## src/rtl/dmem_arb_pkg.sv

```systemverilog
// dmem_arb_pkg: shared types and constants for the data-memory port arbiter
package dmem_arb_pkg;
  typedef enum logic [1:0] {S_NORM, S_HPRI, S_LOCK} state_e;
  typedef enum logic {OWN_CPU, OWN_HOST} owner_e;
  localparam int WAIT_W = 4;
endpackage

```

## src/rtl/arb_starve_counter.sv

```systemverilog
// arb_starve_counter: saturating host wait counter with clear and reached-limit flag
module arb_starve_counter
  import dmem_arb_pkg::*;
#(
  parameter int MAX_WAIT = 4
) (
  input  logic clk,
  input  logic reset,
  input  logic inc,
  input  logic clr,
  output logic hit
);
  localparam logic [WAIT_W-1:0] LIM = WAIT_W'(MAX_WAIT);
  logic [WAIT_W-1:0] cnt_d, cnt_q;
  always_comb begin
    cnt_d = clr ? '0 : (inc && cnt_q != LIM) ? cnt_q + WAIT_W'(1) : cnt_q;
    hit = cnt_d == LIM;
  end
  always_ff @(posedge clk or negedge reset)
    if (!reset) cnt_q <= '0;
    else cnt_q <= cnt_d;
endmodule

```

## src/rtl/dmem_port_arbiter.sv

```systemverilog
// dmem_port_arbiter: shares the data-memory port between the CPU and a host loader
module dmem_port_arbiter
  import dmem_arb_pkg::*;
#(
  parameter int ADDR_W   = 32,
  parameter int DATA_W   = 32,
  parameter int MAX_WAIT = 4
) (
  input  logic              clk,
  input  logic              reset,
  input  logic              cpu_req,
  input  logic              cpu_we,
  input  logic [ADDR_W-1:0] cpu_addr,
  input  logic [DATA_W-1:0] cpu_wdata,
  output logic              cpu_stall,
  output logic [DATA_W-1:0] cpu_rdata,
  input  logic              host_req,
  input  logic              host_we,
  input  logic [ADDR_W-1:0] host_addr,
  input  logic [DATA_W-1:0] host_wdata,
  input  logic              host_lock,
  output logic              host_gnt,
  output logic              host_locked,
  output logic              host_rvalid,
  output logic [DATA_W-1:0] host_rdata,
  output logic              mem_we,
  output logic [ADDR_W-1:0] mem_addr,
  output logic [DATA_W-1:0] mem_wdata,
  input  logic [DATA_W-1:0] mem_rdata
);
  state_e state_d, state_q;
  owner_e own_d, own_q;
  logic cpu_gnt, hit, rd_d, rd_q;
  logic [ADDR_W-1:0] addr_d, addr_q;
  logic [DATA_W-1:0] wdata_d, wdata_q;
  arb_starve_counter #(.MAX_WAIT(MAX_WAIT)) u_cnt (
    .clk(clk),
    .reset(reset),
    .inc(host_req && !host_gnt),
    .clr(host_gnt),
    .hit(hit)
  );
  always_comb begin
    cpu_gnt = reset && cpu_req && (state_q == S_NORM || (state_q == S_HPRI && !host_req));
    host_gnt = reset && host_req && (state_q != S_NORM || !cpu_req);
    cpu_stall = reset && cpu_req && !cpu_gnt;
    mem_we = cpu_gnt ? cpu_we : host_gnt && host_we;
    addr_d = cpu_gnt ? cpu_addr : host_gnt ? host_addr : addr_q;
    wdata_d = cpu_gnt ? cpu_wdata : host_gnt ? host_wdata : wdata_q;
    mem_addr = addr_d;
    mem_wdata = wdata_d;
    rd_d = (cpu_gnt && !cpu_we) || (host_gnt && !host_we);
    own_d = host_gnt ? OWN_HOST : OWN_CPU;
    state_d = state_q == S_LOCK ? (host_lock ? S_LOCK : S_NORM) :
              (host_lock && !cpu_gnt) ? S_LOCK :
              (state_q == S_HPRI && host_gnt) ? S_NORM :
              (state_q == S_NORM && hit) ? S_HPRI : state_q;
    host_locked = state_q == S_LOCK;
    host_rvalid = rd_q && own_q == OWN_HOST;
    host_rdata = host_rvalid ? mem_rdata : '0;
    cpu_rdata = reset ? mem_rdata : '0;
  end
  always_ff @(posedge clk or negedge reset)
    if (!reset) begin
      state_q <= S_NORM;
      own_q <= OWN_CPU;
      rd_q <= 1'b0;
      addr_q <= '0;
      wdata_q <= '0;
    end else begin
      state_q <= state_d;
      own_q <= own_d;
      rd_q <= rd_d;
      addr_q <= addr_d;
      wdata_q <= wdata_d;
    end
endmodule

```

## config.mk

```make
export PLATFORM = sky130hd
export DESIGN_NAME = dmem_port_arbiter
export DESIGN_NICKNAME = d
export VERILOG_FILES = /design/src/rtl/dmem_arb_pkg.sv /design/src/rtl/arb_starve_counter.sv /design/src/rtl/dmem_port_arbiter.sv
export SDC_FILE = /design/constraint.sdc
export NUM_CORES = 1
export LEC_CHECK = 0
export CORE_UTILIZATION = 32
export DETAILED_ROUTE_END_ITERATION = 10
export PLACE_DENSITY_LB_ADDON = 0.25
export SYNTH_ARGS = -nofsm -noshare
export SYNTH_HDL_FRONTEND = slang
export SYNTH_HIERARCHICAL = 1
export SYNTH_SLANG_ARGS = --single-unit
```

## constraint.sdc

```tcl
create_clock -name clk -period 2.63 [get_ports clk]
set_clock_uncertainty 0.1 [all_clocks]
set_input_delay 0.526 -clock clk [delete_from_list [all_inputs] [get_ports clk]]
set_output_delay 0.526 -clock clk [all_outputs]
set_load 0.01 [all_outputs]
```

==> metrics.md <==
| Metric | Value |
|---|---|
| Status | complete, but fails checks |
| Violations in the final reports | negative setup slack |
| Number of vias per cell | 5.65 |
| Min Tclk post-route | 2650 ps |
| Worst Path Arrival | slightly above 2000 ps |
| Final hold slack | 40.4 ps |
| RePlAce Congestion | 0.794 |
| Synth Register Bits | 72 |
| Most frequent cells in the layout | clkdlybuf4s50_1 (230), dfrtp_1 (72), buf_4 (55), o21ai_0 (48), buf_2 (47) |
| Initial antenna violation count | 3 |
| H-tree depth | 3 |
| Total gr overflow | 0 |
| Combinational share of power | 0.444 |
| Sequential share of the synthesized area | 0.426 |
| Final WL | ~21000 um |
| Max-Cap Viols | 0 |
| Syn nets | 600 |
| Die H | 117 um |
| Commonest non-fill, non-tap cell in the layout | clkdlybuf4s50_1 |
| Layout cells sized above 1 | 0.330 |
| Layout Utilization | 0.682 |
| Max Root-Sink Buffers | 2 |
| Clock transition at path regs | around 50 ps |
| Slowest stage delay, CP | about 500 ps |
| LEAKAGE | between 3 and 4 nW |
| Top delay family on crit path | simple AND/OR/NAND/NOR gates |
| CP startpoint kind | register |
| Syn avg cell area | 9.81 um2 |
| Rel. slew slack | 0.440 |
| DIE AREA | 13700 um2 |
| Post-layout net count | 931 |
| Slowest-stage cell, CP | or3b_4 |
| ANT nets after route | 0 |
| Final Max Slew Viols | 0 |
| Clock Tree Root | clkbuf_16 |
| Final setup viols | 3 |
| Ports | 300 |
| Vias in the first global route | 5110 |
| Min-Delay Path Class | input port to async pin |
| Starting Density | 0.331 |
| Internal | 3.08 mW |
| Core ar. | around 13000 um2 |
| First-pass GRT wire length | approximately 28000 um |
| Synth area leader | dfrtp_1 |
| Final HPWL DP | around 13000 um |
| Design area | slightly below 9000 um2 |
| Sw frac | 0.332 |
| Die Wd | 117 um |
| CTS tree | built |
| Hold Vio Cnt, Final | 0 |
| Yosys cell types | 33 |
| CTS Buf Count | 9 |
| CP endpoint kind | output pin |
| Clock Power Share | 0.250 |
| Drt pass-1 iters | 5 |
| PD cells | 530 nW/um2 |
| Max VDD drop | between 0.3 and 0.4 mV |
| DRC | 0 |
| Crit path kind | register to output pin |
| Non-filler cells, final | 940 |
| Netlist Area Pre-Place | roughly 4200 um2 |
| Max Clk Rate | 378 MHz |
| Post-Place Cells | 888 |
| Area added between synthesis and finish | 106% |
| Clk sinks | between 70 and 80 |
| Top-area cell type share of the netlist area | 0.426 |
| Unrepaired setup endpoints after global routing | yes |
| Port bufs | roughly 300 |
| Worst path bufs/invs | 2 |
| Largest net degree at the start of global routing | 62 |
| Drt initial violations | 331 |
| Via count | 5314 |
| Area contributors post-synth | dfrtp_1 (43%), a2bb2oi_1 (13%), a32oi_1 (13%) |
| Tcrit/Tclk final | 1.01 |
| Sw power | 1.53 mW |
| CP Cell Sequence | or3b_4, bufbuf_16, a32oi_4, a2bb2oi_2, buf_2 |
| Skew-Pair Late Insertion Delay | 340 ps |
| Setup_tns | -30.8 ps |
| Worst Path Max Fanout | 5 |
| Cells after Synth | 431 |
| CTS Hold Buffers Added | 0 |
| Number of synthesis warnings | 6 |
| Area post-placement | 7640 um2 |
| Sequential share of power | 0.306 |
| Least-Margin Pin Slew | 839 ps |
| WP data required | 2000 ps |
| Row cnt | around 40 |
| DR WL/cell | 22.3 um |
| Final WS setup | -15.7 ps |
| Total GRT Usage | 0.276 |
==> stage by stage <==
step	power [mW]	worst slack [ps]
after CTS	4.37	-135
after global routing	4.82	-67.7
final	4.62	-15.7
after global placement	3.18	-653
after detailed placement	3.23	-696
after floorplan	2.14	43.8
==> worst paths after layout <==
| path | from | endpoint | slack, ps | depth (start not counted) |
|---|---|---|---|---|
| hold / removal | reset | addr_q[5] | 40 | 2 |
| setup reg to reg | state_q[1] | state_q[0] | 170 | 10 |
| min in group clk | addr_q[25] | addr_q[25] | 430 | 2 |
| max in group asynchronous | reset | wdata_q[5] | 1270 | 3 |
| hold reg to reg | addr_q[25] | addr_q[25] | 430 | 2 |
| setup / recovery | state_q[1] | mem_addr[31] | -20 | 5 |
==> Yosys cell counts <==
library cell,number
mux2i_1,1
or3b_1,1
buf_2,22
nor4_1,1
buf_4,2
nor3b_2,1
nor2_1,5
o21ai_0,67
a22o_1,1
nand3b_1,1
inv_2,1
a211oi_1,1
a32oi_1,64
nor2b_1,2
o2111ai_1,1
and3b_1,1
a22oi_1,1
o32ai_1,1
inv_1,3
nand3_1,2
nand4_1,1
and3_1,32
a21boi_0,1
ha_1,2
and2_1,36
buf_6,6
a32o_1,1
o2111a_1,1
clkbuf_1,29
a21oi_1,4
a2bb2oi_1,64
nand2_1,3
dfrtp_1,72
==> cell type report <==
cell class | count | area (um2)
fill | 947 | 4070
timing repair buffer | 379 | 3640
multi-input combinational | 296 | 2750
sequential | 72 | 1800
clock buffer | 12 | 256
tap | 172 | 215
clock inverter | 3 | 17.5
inverter | 4 | 15.0
antenna | 2 | 5.00
==> sequential cells by signal (all words and copies together) (netlist names) <==
name,count
addr_q,32
own_q,1
rd_q,1
state_q,2
u_cnt/cnt_q,4
wdata_q,32
==> worst reg2reg max path, delay by kind of cell, from the launching register on <==
family	cells	cell delay (ps)
simple gates	3	830
buf+inv	4	520
compound gates	3	540
flops	1	390
==> cells by family (layout without fill, tap and decap cells) <==
family	after synthesis	after routing	share of synthesized area
simple gates	86	86	0.125
flops	72	72	0.426
mux	1	1	0.00237
compound gates	207	207	0.366
other cells	0	2	0
fa+ha+maj	2	2	0.00592
buf+inv	63	398	0.0749
==> power by group through the flow <==
| stage | clock network, mW | logic [mW] | registers, mW |
|---|---|---|---|
| 3_5_place_dp | 0 | 1.80 | 1.42 |
| 4_1_cts | 1.16 | 1.81 | 1.41 |
| 6_report | 1.16 | 2.05 | 1.41 |
| 5_1_grt | 1.22 | 2.17 | 1.44 |
| 3_3_place_gp | 0 | 1.77 | 1.41 |
| 2_1_floorplan | 0 | 0.743 | 1.40 |
==> layer usage <==
metal | share of wire | global-route usage | vias to the layer above | routed length, um
li1 | - | - | 2374 | -
met1 | 0.36 | 0.306 | 2602 | 7610
met2 | 0.52 | 0.495 | 282 | 11000
met3 | 0.074 | 0.0649 | 56 | 1560
met4 | 0.039 | 0.135 | 0 | 829
met5 | 0 | 0 | - | 0
==> repair_timing <==
item | 4_1_cts | 5_1_grt
setup buffers | 6 | 19
pin swaps | 26 | 57
setup endpoints to repair | 68 | 67
resized for setup | 243 | 142
gates cloned | 4 | 7
Power figures use the tool's default switching activity.
